[config.mk]
export PLATFORM = sky130hd
export DESIGN_NAME = gateway_tx_arbiter
export DESIGN_NICKNAME = d
export VERILOG_FILES = /design/src/rtl/gw_tx_pkg.sv /design/src/rtl/gw_tx_skid.sv /design/src/rtl/gateway_tx_arbiter.sv
export SDC_FILE = /design/constraint.sdc
export NUM_CORES = 1
export LEC_CHECK = 0
export BUFFER_PORTS_ARGS = -buffer_cell sky130_fd_sc_hd__buf_2
export CAP_MARGIN = 20
export CORE_AREA = 2 2 253 255
export CTS_CLUSTER_DIAMETER = 60
export DETAILED_ROUTE_END_ITERATION = 6
export DIE_AREA = 0 0 255 257
export PLACE_DENSITY = 0.43
export SLEW_MARGIN = 20
export SYNTH_ARGS = -nofsm -noshare
export SYNTH_HDL_FRONTEND = slang
export SYNTH_HIERARCHICAL = 1
export SYNTH_SLANG_ARGS = --single-unit
export TNS_END_PERCENT = 100
[constraint.sdc]
create_clock -name aclk -period 6.9 [get_ports aclk]
set_input_delay 0.345 -clock aclk [delete_from_list [all_inputs] [get_ports aclk]]
set_output_delay 0.345 -clock aclk [all_outputs]
set_load 0.005 [all_outputs]
[src/rtl/gw_tx_pkg.sv]
// Shared types for the gateway TX arbiter: path indices, receiver port offsets,
// FSM states and the route_id layout placed on tdest.
package gw_tx_pkg;

   typedef enum logic [2:0] {
      GW_PATH_HOST   = 3'd0,
      GW_PATH_RDMA   = 3'd1,
      GW_PATH_TCP    = 3'd2,
      GW_PATH_BYPASS = 3'd3,
      GW_PATH_P2P    = 3'd4
   } gw_path_t;

   // Infrastructure receiver ports sit at N_REGIONS + offset
   localparam int unsigned PORT_HOST   = 1;
   localparam int unsigned PORT_RDMA   = 2;
   localparam int unsigned PORT_TCP    = 3;
   localparam int unsigned PORT_BYPASS = 4;

   localparam int unsigned ROUTE_BITS = 14;

   typedef enum logic [1:0] {
      IDLE,
      FWD,
      DRAIN
   } fsm_t;

   function automatic logic [ROUTE_BITS-1:0] build_route_id(input logic [3:0] sender,
                                                            input logic [3:0] receiver);
      return {4'b0000, sender, receiver, 2'b00};
   endfunction

endpackage

[src/rtl/gw_tx_skid.sv]
// Two-entry AXI4SR register slice; input ready is "not full", output held stable
// until accepted.
module gw_tx_skid #(
   parameter int unsigned DATA_BITS = 64,
   parameter int unsigned DEST_BITS = 14,
   parameter int unsigned ID_BITS   = 6
) (
   input  logic                   aclk,
   input  logic                   aresetn,
   input  logic                   s_tvalid,
   output logic                   s_tready,
   input  logic [DATA_BITS-1:0]   s_tdata,
   input  logic [DATA_BITS/8-1:0] s_tkeep,
   input  logic                   s_tlast,
   input  logic [DEST_BITS-1:0]   s_tdest,
   input  logic [ID_BITS-1:0]     s_tid,
   output logic                   m_tvalid,
   input  logic                   m_tready,
   output logic [DATA_BITS-1:0]   m_tdata,
   output logic [DATA_BITS/8-1:0] m_tkeep,
   output logic                   m_tlast,
   output logic [DEST_BITS-1:0]   m_tdest,
   output logic [ID_BITS-1:0]     m_tid
);

   localparam int unsigned W = DATA_BITS + DATA_BITS/8 + 1 + DEST_BITS + ID_BITS;

   logic [W-1:0] mem_q [2];
   logic [W-1:0] mem_d [2];
   logic [1:0]   count_q, count_d;
   logic         rd_q, rd_d;
   logic         wr_q, wr_d;
   logic         push, pop;

   always_comb begin
      s_tready = (count_q != 2'd2);
      m_tvalid = (count_q != 2'd0);
      push     = s_tvalid & s_tready;
      pop      = m_tvalid & m_tready;
      mem_d    = mem_q;
      if (push) begin
         mem_d[wr_q] = {s_tdata, s_tkeep, s_tlast, s_tdest, s_tid};
      end
      wr_d    = wr_q ^ push;
      rd_d    = rd_q ^ pop;
      count_d = count_q + {1'b0, push} - {1'b0, pop};
      {m_tdata, m_tkeep, m_tlast, m_tdest, m_tid} = mem_q[rd_q];
   end

   always_ff @(posedge aclk) begin
      if (!aresetn) begin
         count_q  <= '0;
         rd_q     <= 1'b0;
         wr_q     <= 1'b0;
         mem_q[0] <= '0;
         mem_q[1] <= '0;
      end else begin
         count_q <= count_d;
         rd_q    <= rd_d;
         wr_q    <= wr_d;
         mem_q   <= mem_d;
      end
   end

endmodule

[src/rtl/gateway_tx_arbiter.sv]
// Packet-granular round-robin of the five vFPGA egress paths onto one vIO switch port.
// Define GW_TX_PKT_CNT_EN to implement the per-path forwarded-packet counters on pkt_cnt.
module gateway_tx_arbiter
   import gw_tx_pkg::*;
#(
   parameter int unsigned ID            = 0,
   parameter int unsigned N_REGIONS     = 2,
   parameter int unsigned N_PATHS       = 5,
   parameter int unsigned AXI_DATA_BITS = 64,
   parameter int unsigned PID_BITS      = 6
) (
   input  logic                                 aclk,
   input  logic                                 aresetn,
   input  logic [13:0]                          route_ctrl,
   input  logic [N_PATHS-1:0]                   s_axis_tvalid,
   output logic [N_PATHS-1:0]                   s_axis_tready,
   input  logic [N_PATHS*AXI_DATA_BITS-1:0]     s_axis_tdata,
   input  logic [N_PATHS*AXI_DATA_BITS/8-1:0]   s_axis_tkeep,
   input  logic [N_PATHS-1:0]                   s_axis_tlast,
   output logic                                 m_axis_tvalid,
   input  logic                                 m_axis_tready,
   output logic [AXI_DATA_BITS-1:0]             m_axis_tdata,
   output logic [AXI_DATA_BITS/8-1:0]           m_axis_tkeep,
   output logic                                 m_axis_tlast,
   output logic [13:0]                          m_axis_tdest,
   output logic [PID_BITS-1:0]                  m_axis_tid,
   output logic                                 p2p_drop,
   output logic [N_PATHS*32-1:0]                pkt_cnt
);

   localparam int unsigned KB  = AXI_DATA_BITS / 8;
   localparam int unsigned P2P = 32'(GW_PATH_P2P);

   fsm_t                     state_q, state_d;
   logic [2:0]               grant_q, grant_d;
   logic [2:0]               rr_q, rr_d;
   logic [13:0]              tdest_q, tdest_d;
   logic                     drop_q, drop_d;
   logic [2:0]               idx, pick;
   logic                     pick_vld, p2p_bad;
   logic [3:0]               receiver;
   logic                     sel_tvalid, sel_tlast, in_hs, skid_ready;
   logic [AXI_DATA_BITS-1:0] sel_tdata;
   logic [KB-1:0]            sel_tkeep;
   logic                     route_unused;

   assign route_unused = ^{route_ctrl[13:6], route_ctrl[1:0]};

   // First valid path after the last grant, wrapping modulo N_PATHS
   always_comb begin
      idx      = '0;
      pick     = '0;
      pick_vld = 1'b0;
      for (int unsigned i = 1; i <= N_PATHS; i++) begin
         idx = 3'((32'(rr_q) + i) % N_PATHS);
         if (!pick_vld && s_axis_tvalid[idx]) begin
            pick_vld = 1'b1;
            pick     = idx;
         end
      end
      unique case (pick)
         GW_PATH_HOST:   receiver = 4'(N_REGIONS + PORT_HOST);
         GW_PATH_RDMA:   receiver = 4'(N_REGIONS + PORT_RDMA);
         GW_PATH_TCP:    receiver = 4'(N_REGIONS + PORT_TCP);
         GW_PATH_BYPASS: receiver = 4'(N_REGIONS + PORT_BYPASS);
         default:        receiver = route_ctrl[5:2];
      endcase
      p2p_bad = (32'(route_ctrl[5:2]) >= N_REGIONS) || (route_ctrl[5:2] == 4'(ID));
   end

   always_ff @(posedge aclk) begin
      if (!aresetn) begin
         state_q <= IDLE;
         grant_q <= '0;
         rr_q    <= 3'(N_PATHS - 1);
         tdest_q <= '0;
         drop_q  <= 1'b0;
      end else begin
         state_q <= state_d;
         grant_q <= grant_d;
         rr_q    <= rr_d;
         tdest_q <= tdest_d;
         drop_q  <= drop_d;
      end
   end

   always_comb begin
      state_d = state_q;
      grant_d = grant_q;
      rr_d    = rr_q;
      tdest_d = tdest_q;
      drop_d  = 1'b0;
      unique case (state_q)
         IDLE: begin
            if (pick_vld) begin
               grant_d = pick;
               rr_d    = pick;
               tdest_d = build_route_id(4'(ID), receiver);
               state_d = (32'(pick) == P2P && p2p_bad) ? DRAIN : FWD;
            end
         end
         FWD: begin
            if (in_hs && sel_tlast) state_d = IDLE;
         end
         DRAIN: begin
            if (s_axis_tvalid[P2P] && s_axis_tlast[P2P]) begin
               state_d = IDLE;
               drop_d  = 1'b1;
            end
         end
         default: state_d = IDLE;
      endcase
   end

   always_comb begin
      sel_tvalid    = s_axis_tvalid[grant_q];
      sel_tlast     = s_axis_tlast[grant_q];
      sel_tdata     = s_axis_tdata[32'(grant_q)*AXI_DATA_BITS +: AXI_DATA_BITS];
      sel_tkeep     = s_axis_tkeep[32'(grant_q)*KB +: KB];
      s_axis_tready = '0;
      if (state_q == FWD) s_axis_tready[grant_q] = skid_ready;
      if (state_q == DRAIN) s_axis_tready[P2P] = 1'b1;
      in_hs    = (state_q == FWD) && sel_tvalid && skid_ready;
      p2p_drop = drop_q;
   end

   gw_tx_skid #(
      .DATA_BITS (AXI_DATA_BITS),
      .DEST_BITS (14),
      .ID_BITS   (PID_BITS)
   ) u_skid (
      .aclk     (aclk),
      .aresetn  (aresetn),
      .s_tvalid (in_hs),
      .s_tready (skid_ready),
      .s_tdata  (sel_tdata),
      .s_tkeep  (sel_tkeep),
      .s_tlast  (sel_tlast),
      .s_tdest  (tdest_q),
      .s_tid    (PID_BITS'(ID)),
      .m_tvalid (m_axis_tvalid),
      .m_tready (m_axis_tready),
      .m_tdata  (m_axis_tdata),
      .m_tkeep  (m_axis_tkeep),
      .m_tlast  (m_axis_tlast),
      .m_tdest  (m_axis_tdest),
      .m_tid    (m_axis_tid)
   );

`ifdef GW_TX_PKT_CNT_EN
   logic [31:0] cnt_q [N_PATHS];
   logic [31:0] cnt_d [N_PATHS];

   always_comb begin
      cnt_d   = cnt_q;
      pkt_cnt = '0;
      if (in_hs && sel_tlast) cnt_d[grant_q] = cnt_q[grant_q] + 32'd1;
      for (int unsigned i = 0; i < N_PATHS; i++) pkt_cnt[i*32 +: 32] = cnt_q[i];
   end

   always_ff @(posedge aclk) begin
      if (!aresetn) begin
         for (int unsigned i = 0; i < N_PATHS; i++) cnt_q[i] <= '0;
      end else begin
         cnt_q <= cnt_d;
      end
   end
`else
   assign pkt_cnt = '0;
`endif

endmodule

==> flow_metrics.py, run 1 <==
metrics = {
    "status": {
        "outcome": "finished clean",
    },
    "final_layout": {
        "finalNetCount": 2496,
        "synthToLayoutAreaGrowth_pct": 22.03,
        "multi_input_area_mm2": 0.009948,
        "fillCellCount": 6721,
        "drive_above_1_share_pct": 32.16,
        "final-seq-area_mm2": 0.004039,
    },
    "synthesis": {
        "synth.area.top_cells": "dfxtp_1 26%, mux2i_1 23%, buf_4 8.1%",
        "synthDistinctLibCells": 85,
        "netlist.area_leader.share_pct": 26.38,
        "synth.avg_cell_area_um2": 9.210,
        "async_reset_ff_share_pct": 0,
        "synth_edf_count": 0,
        "synth_seq_cells": 201,
        "synth.most_common_cell": "mux2i_1",
        "yosys_warnings": 6,
        "yosys.area.top_type": "dfxtp_1",
        "yosysSeqAreaShare_pct": 26.38,
        "synthesis.area_mm2": 0.01525,
        "synth_ff_type": "dfxtp_1",
        "syn-instance-count": 1656,
        "netlist_top_cells_count": "343 x mux2i_1, 201 x dfxtp_1, 194 x nor2b_1, 165 x buf_4, 95 x a21oi_1",
    },
    "clock_tree": {
        "insertion_delay_ps": 550,
        "cts.clk_slew.worst_paths_ps": 60,
        "cts.htree.levels": 1,
        "clock_path_buffers": 3,
        "cts_made_buffers": 28,
        "tritoncts": "yes",
        "hold_buffers": 0,
        "root_buffer": "clkbuf_16",
        "ctsResizeCount": 0,
        "post_cts_buffers": 0,
        "cts_sinks": 201,
    },
    "route": {
        "drc": 0,
        "vias_per_cell": 4.340,
        "wl_per_cell_um": 17.79,
        "antenna_left": 0,
        "first_iter_violations": 484,
        "wirelength_mm": 52.56,
        "vias": 12821,
        "first_pass_iters": 5,
    },
    "global_routing": {
        "grt_pass1_wl_mm": 75.67,
        "top_usage_layer": "met2",
        "met1_usage_pct": 17.41,
        "met3_usage_pct": 3.803,
        "grt_pass1_vias": 12660,
        "use_met2_pct": 26.58,
        "antenna_found_initial": 6,
        "grt_overflow": 0,
        "grt_max_degree": 122,
        "grtUsageTotal_pct": 15.04,
    },
    "setup_path": {
        "arrival_ps": 5670,
        "crit_path_cell_trace": "ha_1, xor2_4, ha_1, nor3_1, o22ai_2, xnor2_1, ha_1, nor2b_1, nor2_1, a221oi_4, nand3_1, a221oi_2, o21bai_2, or3_4, a31oi_2, nor2_1, o311ai_2",
        "startpoint_type": "flop",
        "worstPathMaxFanout": 30,
        "critPathMostFrequentCell": "ha_1",
        "worstPathRequired_ps": 7360,
        "worst_setup_path_end_kind": "flop",
        "cpPeakStageDelay_ps": 590,
        "critPathSlowestCell": "ha_1",
        "worstSetupPathType": "flop to flop",
    },
    "power": {
        "comb_power_share_pct": 54.8,
        "leakagePower_nw": 7.741,
        "vdd.ir_drop.worst_mv": 0.1636,
        "internal_power_w": 0.003894,
        "p_switching_w": 0.002892,
        "power_frac_seq_pct": 23.5,
        "power.share.clock_pct": 21.7,
        "p_sw_share_pct": 42.62,
        "powerDensity_mw_per_mm2": 364.6,
    },
    "placed_design": {
        "port-buffer-count": 476,
        "hpwl_mm": 39.40,
        "gp_congestion": 0.8676,
    },
    "job": {
        "cap_violations": 0,
    },
    "die": {
        "core_mm2": 0.06274,
        "start_util_pct": 24.31,
        "fp.dieW_um": 255,
        "io_pins": 647,
        "num_rows": 92,
        "die_y_um": 257,
        "die_area_mm2": 0.06554,
    },
    "timing": {
        "hold_violations": 0,
        "fmax_ghz": 0.1918,
        "period_minus_slack_ps": 5214,
        "tightest_slew_ps": 1067,
        "rsz0062_at_grt": "false",
        "setup_viol": 0,
        "hold_slack_ps": 79.13,
        "drv_slew": 0,
        "setup_tns_ps": 0,
        "min_period_over_period_pct": 75.57,
        "fin_skew_ps": 13.31,
        "relSlewSlack_pct": 28.84,
    },
    "hold_path": {
        "min_path_type": "input pin to flop",
    },
}
[worst max-delay path, delay by kind of cell, from the launching register on]
| kind | cells | cell delay, ps |
|---|---|---|
| xor+xnor | 2 | 540 |
| fa+ha+maj | 3 | 1140 |
| compound gates | 6 | 1660 |
| simple gates | 6 | 1180 |
| flops | 1 | 580 |
[cells by family (layout without fill, tap and decap cells)]
family / after synthesis / count (layout) / share of synthesized area [%]
AND/OR/NAND/NOR: 419 / 419 / 15.08
flip-flops: 201 / 201 / 26.38
adder cells (fa/ha/maj): 26 / 26 / 2.133
multiplexers: 447 / 447 / 31.54
buffers and inverters: 304 / 562 / 13.36
other: 1 / 195 / 0.02459
AO/OA/AOI/OAI: 247 / 247 / 10.64
XOR/XNOR: 11 / 11 / 0.8450
[registers in the layout, indices dropped and copies added, names as in the netlist]
register	flops
u_skid/mem_q	186
u_skid/rd_q	1
p2p_drop	1
u_skid/wr_q	1
tdest_q	4
state_q	2
u_skid/count_q	2
rr_q	1
grant_q	3
[stage by stage]
| step | total power [W] | utilization [%] | std cells | instance area [um^2] | setup slack, ps |
|---|---|---|---|---|---|
| final | 0.006786 | 29.67 | 2954 | 18610 | 1686 |
| after global routing | 0.007288 | 29.66 | 2953 | 18610 | 1241 |
| after CTS | 0.006899 | 29.65 | 2951 | 18600 | 1670 |
| after detailed placement | 0.005361 | 28.14 | 2899 | 17650 | 1708 |
| after global placement | 0.005286 | 28.09 | 2898 | 17620 | 1810 |
| after floorplan | 0.004385 | - | 1847 | 15970 | 2071 |
[power by group through the flow]
| stage | registers (W) | logic, W | clock network (W) |
|---|---|---|---|
| 3_5_place_dp | 0.00162 | 0.00374 | 0 |
| 2_1_floorplan | 0.00149 | 0.00290 | 0 |
| 3_3_place_gp | 0.00164 | 0.00365 | 0 |
| 5_1_grt | 0.00163 | 0.00407 | 0.00159 |
| 4_1_cts | 0.00160 | 0.00376 | 0.00154 |
| 6_report | 0.00159 | 0.00372 | 0.00147 |
[path summary, 6_finish.rpt]
check                startpoint  cells past startpoint  slack [ps]         end
hold reg to reg      tdest_q[2]                      2         490  tdest_q[2]
hold / removal    route_ctrl[5]                      3          80  tdest_q[5]
setup reg to reg     grant_q[1]                     17        1690  tdest_q[4]
setup / recovery     grant_q[1]                     17        1690  tdest_q[4]
[cell usage in the layout (no fill, tap or decap), types with 5 or more instances in the layout]
cell type / count
o21ai_0: 16
nand2_1: 47
a21oi_1: 95
nor2_1: 90
conb_1: 192
nor2b_1: 193
clkbuf_16: 29
dfxtp_1: 197
mux2_4: 49
mux2i_1: 343
nor3_1: 18
nand3_1: 17
buf_2: 475
o22ai_1: 73
clkinv_2: 7
inv_1: 17
a21o_1: 5
nand2b_1: 7
xnor2_1: 7
ha_1: 24
nor3b_1: 5
buf_4: 15
mux2_2: 53
o21a_1: 6
nor4_1: 5
[layout make-up]
type | count | area share [%]
Tap cell | 846 | 5.687
Inverter | 18 | 0.3630
Clock inverter | 17 | 0.9950
Sequential cell | 201 | 21.70
Multi-Input combinational cell | 1342 | 53.45
Antenna cell | 3 | 0.04034
Timing Repair Buffer | 492 | 13.63
Clock buffer | 35 | 4.128
[per-layer routing]
metal  share of wire [%]  routed length [um]  vias up
li1                    -                   -     6339
met1                  40               21190     5941
met2                  49               25980      464
met3                 6.8                3580       71
met4                 3.4                1767        6
met5               0.076                  40        -
Power figures use the tool's default switching activity.
==> run 2: changes to the inputs <==
==> constraint.sdc (replaced) <==
create_clock -name aclk -period 5 [get_ports aclk]
set_input_delay 0.25 -clock aclk [delete_from_list [all_inputs] [get_ports aclk]]
set_output_delay 0.25 -clock aclk [all_outputs]
set_load 0.005 [all_outputs]
==> run 2 against run 1 <==
Sequential share of layout area shrank 0.26 points. Worst hold slack got worse by 11 ps. Via count rose by 0.58%. Combinational power rose by 38%. Clock power up 48%. Non-clock buffer count up 17. Clock skew rose by 29 ps. Critical path depth unchanged. Die area stayed put. Count of clock-buffer cells in the layout decreased by 1. Wire length up 0.39%.
==> flow_metrics.py, run 2 (same netlist as run 1, synthesis figures left out) <==
metrics = {
    "timing": {
        "tightest_slew_ps": 1065,
        "fin_skew_ps": 42.23,
        "min_period_over_period_pct": 90.08,
        "hold_slack_ps": 67.77,
        "hold_violations": 0,
        "setup_tns_ps": 0,
        "period_minus_slack_ps": 4504,
        "setup_viol": 0,
        "fmax_ghz": 0.2220,
        "rsz0062_at_grt": "false",
        "relSlewSlack_pct": 29.02,
        "drv_slew": 0,
        "finalWorstSetupSlack_ps": 495.9,
    },
    "power": {
        "leakagePower_nw": 7.852,
        "vdd.ir_drop.worst_mv": 0.2502,
        "powerDensity_mw_per_mm2": 505.5,
    },
    "final_layout": {
        "top_register": "u_skid/mem_q",
        "top_regs": "u_skid/mem_q (186), tdest_q (4), grant_q (3)",
        "layout_commonest_cell": "buf_2",
        "instances_no_fill": 2970,
        "final_cell_mix": "475 x buf_2, 343 x mux2i_1, 197 x dfxtp_1",
        "post-route-util_pct": 30.03,
        "finalNetCount": 2513,
        "synthToLayoutAreaGrowth_pct": 23.51,
        "largest_register_ffs": 186,
        "drive_above_1_share_pct": 32.58,
    },
    "route": {
        "met1_length_mm": 21.53,
        "wl_per_cell_um": 17.77,
        "wl_met2_mm": 26.84,
        "wirelength_mm": 52.77,
        "highest_layer": "met5",
        "first_pass_iters": 4,
        "vias_per_cell": 4.342,
        "vias": 12895,
        "antenna_left": 0,
        "first_iter_violations": 472,
        "drc": 0,
        "dr_wl_met3_mm": 2.748,
    },
    "setup_path": {
        "arrival_ps": 4970,
        "worst_setup_path_end_kind": "flop",
        "worstPathMaxFanout": 8,
        "worstPathRequired_ps": 5470,
        "worstSetupPathType": "flop to flop",
        "startpoint_type": "flop",
    },
    "die": {
        "die_y_um": 257,
        "start_util_pct": 24.31,
        "die_area_mm2": 0.06554,
        "core_mm2": 0.06274,
        "num_rows": 92,
        "fp.dieW_um": 255,
        "io_pins": 647,
    },
    "placed_design": {
        "port-buffer-count": 476,
        "gp_congestion": 0.8727,
        "pre_cts_ws_ps": 489.0,
        "place_inst": 2912,
        "hpwl_mm": 39.99,
    },
    "clock_tree": {
        "cts.clk_slew.worst_paths_ps": 60,
        "cts_made_buffers": 28,
        "tritoncts": "yes",
        "insertion_delay_ps": 590,
        "root_buffer": "clkbuf_16",
        "ctsResizeCount": 0,
        "cts_sinks": 201,
        "cts.htree.levels": 1,
        "clock_path_buffers": 3,
    },
    "global_routing": {
        "grt_overflow": 0,
        "grt_pass1_wl_mm": 76.53,
        "grt_max_degree": 89,
        "antenna_found_initial": 5,
        "grt_pass1_vias": 12689,
        "grtUsageTotal_pct": 15.22,
    },
    "hold_path": {
        "min_path_type": "input pin to flop",
    },
    "job": {
        "cap_violations": 0,
    },
    "status": {
        "outcome": "finished clean",
    },
}
==> run 2: metal layers <==
metal / global-route usage, % / vias to the layer above
met1: 17.77 / 6024
met4: 4.613 / 2
met3: 3.095 / 60
li1: - / 6372
met5: 0 / -
met2: 27.62 / 437
==> run 2: worst max-delay path, cell delays in order (launching register included) <==
cell and delay (ps):
dfxtp_4 370, ha_1 260, xor2_4 170, ha_1 260, nor3_1 300, o22ai_2 200, xnor2_1 320, ha_1 240
nor2b_1 200, nor2_1 90, a221oi_4 370, nand3_1 150, a221oi_2 400, o21bai_2 150, or3_4 370, a31oi_2 230
nor2_1 90, o311ai_2 250
==> run 2: final cells by class <==
cell class	count	area, um^2
Multi-Input combinational cell	1342	9948
Tap cell	846	1059
Antenna cell	3	7.507
Clock inverter	17	262.8
Sequential cell	201	4039
Clock buffer	34	774.5
Fill cell	6721	43900
Timing Repair Buffer	509	2680
Inverter	18	67.56
==> run 2: power breakdown <==
part           internal (W)  switching, W  total, W
logic               0.00224       0.00290   0.00515
clock network       0.00137      0.000809   0.00218
registers           0.00191      0.000280   0.00219
total               0.00553       0.00399   0.00952
==> run 2: what timing repair did <==
action / in CTS / in global routing
setup buffers: 0 / 0
hold buffers: 4 / 0
hold endpoints to repair: 4 / 0
==> run 2: through the flow <==
step | instance area [um^2] | total power (W)
floorplan | 15970 | 0.006051
global placement | 17750 | 0.007365
detailed placement | 17750 | 0.007437
CTS | 18830 | 0.009701
global route | 18830 | 0.01027
finish | 18840 | 0.009523
==> run 2: final timing paths <==
kind	startpoint	endpoint	slack [ps]	cells past startpoint
max	grant_q[0]	tdest_q[4]	500	17
min	route_ctrl[3]	tdest_q[3]	70	3
max reg2reg	grant_q[0]	tdest_q[4]	500	17
min reg2reg	tdest_q[2]	tdest_q[2]	490	2
==> run 3: changes to the inputs <==
--- a/config.mk
+++ b/config.mk
@@ -7,14 +7,16 @@
 export LEC_CHECK = 0
 export BUFFER_PORTS_ARGS = -buffer_cell sky130_fd_sc_hd__buf_2
 export CAP_MARGIN = 20
-export CORE_AREA = 2 2 253 255
+export CELL_PAD_IN_SITES_DETAIL_PLACEMENT = 1
+export CELL_PAD_IN_SITES_GLOBAL_PLACEMENT = 1
+export CORE_AREA = 2 2 249 251
 export CTS_CLUSTER_DIAMETER = 60
+export CTS_CLUSTER_SIZE = 8
 export DETAILED_ROUTE_END_ITERATION = 6
-export DIE_AREA = 0 0 255 257
-export PLACE_DENSITY = 0.43
+export DIE_AREA = 0 0 251 253
+export PLACE_DENSITY = 0.52
 export SLEW_MARGIN = 20
 export SYNTH_ARGS = -nofsm -noshare
 export SYNTH_HDL_FRONTEND = slang
-export SYNTH_HIERARCHICAL = 1
 export SYNTH_SLANG_ARGS = --single-unit
 export TNS_END_PERCENT = 100
==> run 3 against run 2 <==
Worst hold slack improved by 34 ps. Worst setup slack got worse by 120 ps. Register-to-register slack got worse by 120 ps. Fmax decreased by 2.6%. Wire length decreased by 6.7%. Global-route usage decreased by 0.49 points. Cell count decreased by 15%. Combinational power increased by 3%. Highest routed layer unchanged.
==> flow_metrics.py, run 3 <==
metrics = {
    "status": {
        "outcome": "finished clean",
    },
    "timing": {
        "drv_slew": 0,
        "min_period_over_period_pct": 92.48,
        "setup_viol": 0,
        "rsz0062_at_grt": "false",
        "fmax_ghz": 0.2163,
        "fin_skew_ps": 13.75,
        "period_minus_slack_ps": 4624,
        "tightest_slew_ps": 1068,
        "setup_tns_ps": 0,
        "hold_slack_ps": 101.6,
        "hold_violations": 0,
        "relSlewSlack_pct": 28.81,
    },
    "power": {
        "leakagePower_nw": 6.634,
        "powerDensity_mw_per_mm2": 553.3,
        "total_power_w": 0.008532,
        "vdd.ir_drop.worst_mv": 0.2347,
    },
    "final_layout": {
        "fillCellCount": 7326,
        "finalNetCount": 2137,
        "layout_commonest_cell": "buf_2",
        "post-route-util_pct": 25.27,
        "drive_above_1_share_pct": 40.01,
        "largest_register_ffs": 154,
        "synthToLayoutAreaGrowth_pct": 24.07,
        "final_cell_mix": "460 x buf_2, 184 x nor2_1, 176 x conb_1",
        "top_register": "u_skid.mem_q",
        "top_regs": "u_skid.mem_q (154), tdest_q (4), grant_q (3)",
    },
    "synthesis": {
        "syn-instance-count": 1337,
        "async_reset_ff_share_pct": 0,
        "netlist.area_leader.share_pct": 27.22,
        "synth.avg_cell_area_um2": 9.296,
        "yosys_warnings": 0,
        "synth_seq_cells": 169,
        "synth.area.top_cells": "dfxtp_1 27%, mux4_2 14%, buf_4 11%",
        "yosys.area.top_type": "dfxtp_1",
        "synth_edf_count": 0,
        "yosysSeqAreaShare_pct": 27.22,
        "synth.most_common_cell": "nor2_1",
        "netlist_top_cells_count": "184 x nor2_1, 182 x buf_4, 169 x dfxtp_1, 153 x a211oi_1, 89 x clkbuf_1",
        "synthDistinctLibCells": 82,
        "synth_ff_type": "dfxtp_1",
        "synthesis.area_mm2": 0.01243,
    },
    "die": {
        "die_y_um": 253,
        "start_util_pct": 20.36,
        "die_area_mm2": 0.06350,
        "io_pins": 647,
        "num_rows": 91,
        "core_mm2": 0.06103,
        "fp.dieW_um": 251,
    },
    "route": {
        "antenna_left": 0,
        "vias_per_cell": 4.562,
        "wirelength_mm": 49.23,
        "first_pass_iters": 7,
        "first_iter_violations": 576,
        "vias": 11546,
        "drc": 0,
        "wl_per_cell_um": 19.45,
    },
    "setup_path": {
        "reg2reg_to": "tdest_q[5]",
        "worstPathRequired_ps": 5370,
        "worstPathMaxFanout": 15,
        "r2r_slack_ps": 380,
        "cp-startpoint": "grant_q[0]",
        "arrival_ps": 4990,
        "worst_setup_path_end_kind": "flop",
        "reg2regPathDepth": 17,
        "rr_startpoint": "grant_q[0]",
        "worstSetupPathType": "flop to flop",
        "startpoint_type": "flop",
    },
    "global_routing": {
        "grt_pass1_vias": 11663,
        "grt_max_degree": 102,
        "antenna_found_initial": 9,
        "grt_pass1_wl_mm": 71.77,
        "grtUsageTotal_pct": 14.73,
        "grt_overflow": 0,
    },
    "hold_path": {
        "min_path_cells": 2,
        "min_path_type": "input pin to flop",
        "min_from": "aresetn",
        "min_to": "rr_q[2]",
    },
    "clock_tree": {
        "clock_path_buffers": 2,
        "tritoncts": "yes",
        "insertion_delay_ps": 440,
        "post_cts_buffers": 0,
        "hold_buffers": 0,
        "cts.clk_slew.worst_paths_ps": 70,
        "cts.htree.levels": 4,
        "cts_made_buffers": 17,
        "root_buffer": "clkbuf_16",
        "cts_sinks": 169,
    },
    "placed_design": {
        "port-buffer-count": 460,
        "hpwl_mm": 37.79,
        "gp_congestion": 0.8265,
    },
    "job": {
        "cap_violations": 0,
    },
}
[run 3: changes by cell type in the layout (fill, tap and decap cells not counted), sizes merged, moves of 73 or more]
cell,change
a211oi,+151
a21oi,-74
nor2,+95
mux2i,-320
mux4,+74
nor2b,-182
a22oi,+73
[run 3: how the worst max path moves through the flow]
stage / endpoint / slack (ps)
6_report: tdest_q[5] / 380
5_1_grt: tdest_q[5] / 50
4_1_cts: tdest_q[5] / 270
3_5_place_dp: tdest_q[5] / 330
3_3_place_gp: tdest_q[5] / 450
2_1_floorplan: tdest_q[5] / 500
[run 3: per-stage QoR]
| step | cells | setup WS [ps] | instance area, um^2 |
|---|---|---|---|
| 6_report | 2531 | 376.2 | 15420 |
| 5_1_grt | 2530 | 50.39 | 15420 |
| 4_1_cts | 2527 | 267.5 | 15400 |
| 3_5_place_dp | 2495 | 332.0 | 14840 |
| 3_3_place_gp | 2495 | 454.5 | 14840 |
| 2_1_floorplan | 1512 | 497.2 | 13090 |
[run 3: cells by family (layout without fill, tap and decap cells)]
kind of cell / count (synthesis) / in the layout / share of synthesized area (%)
AOI/OAI and AO/OA: 338 / 338 / 20.39
buffers and inverters: 315 / 540 / 15.24
and+or+nand+nor: 301 / 301 / 10.98
muxes: 177 / 177 / 22.69
DFF: 169 / 169 / 27.22
adders and majority gates: 26 / 26 / 2.618
xor gates and xnor gates: 10 / 10 / 0.8255
other: 1 / 180 / 0.03017
[run 3: final cells by class]
type	instances	area (um^2)	share of cell area [%]
Clock inverter	12	102.6	0.6654
Timing Repair Buffer	485	2527	16.39
Multi-Input combinational cell	1028	7851	50.92
Antenna cell	4	10.01	0.06491
Clock buffer	20	456.7	2.962
Sequential cell	169	3395	22.01
Inverter	23	88.84	0.5761
Tap cell	790	988.4	6.410
[run 3: what timing repair did]
action | CTS | global route
endpoints found under the hold margin | 0 | 0
setup endpoints to repair | 0 | 4
resized for setup | 0 | 2
[run 3: where the power goes]
part	switching, W	total [W]	internal, W
Combinational	0.00311	0.00530	0.00219
Clock	0.000608	0.00129	0.000678
Sequential	0.000237	0.00194	0.00171
Total	0.00396	0.00853	0.00457
[run 3: worst max-delay path: stages (launching register included)]
cell and delay [ps]:
dfxtp_4 360, ha_1 240, xnor2_2 210, inv_2 60
ha_1 280, or4b_1 570, nand4_1 150, and2_1 200
ha_1 200, nor2b_1 70, a211oi_1 340, a211oi_1 190
a32oi_2 340, a2bb2oi_2 140, and2_1 180, a211o_1 460
or3_1 410, a21oi_1 150
[run 3: per-layer routing]
layer / routed length [um] / share of wire (%) / vias to the layer above / GRT usage (%)
met5: 33 / 0.067 / - / 0
met4: 1051 / 2.1 / 6 / 4.184
met3: 3130 / 6.4 / 47 / 3.608
met2: 24330 / 49 / 408 / 25.64
met1: 20680 / 42 / 5669 / 17.99
li1: - / - / 5416 / -
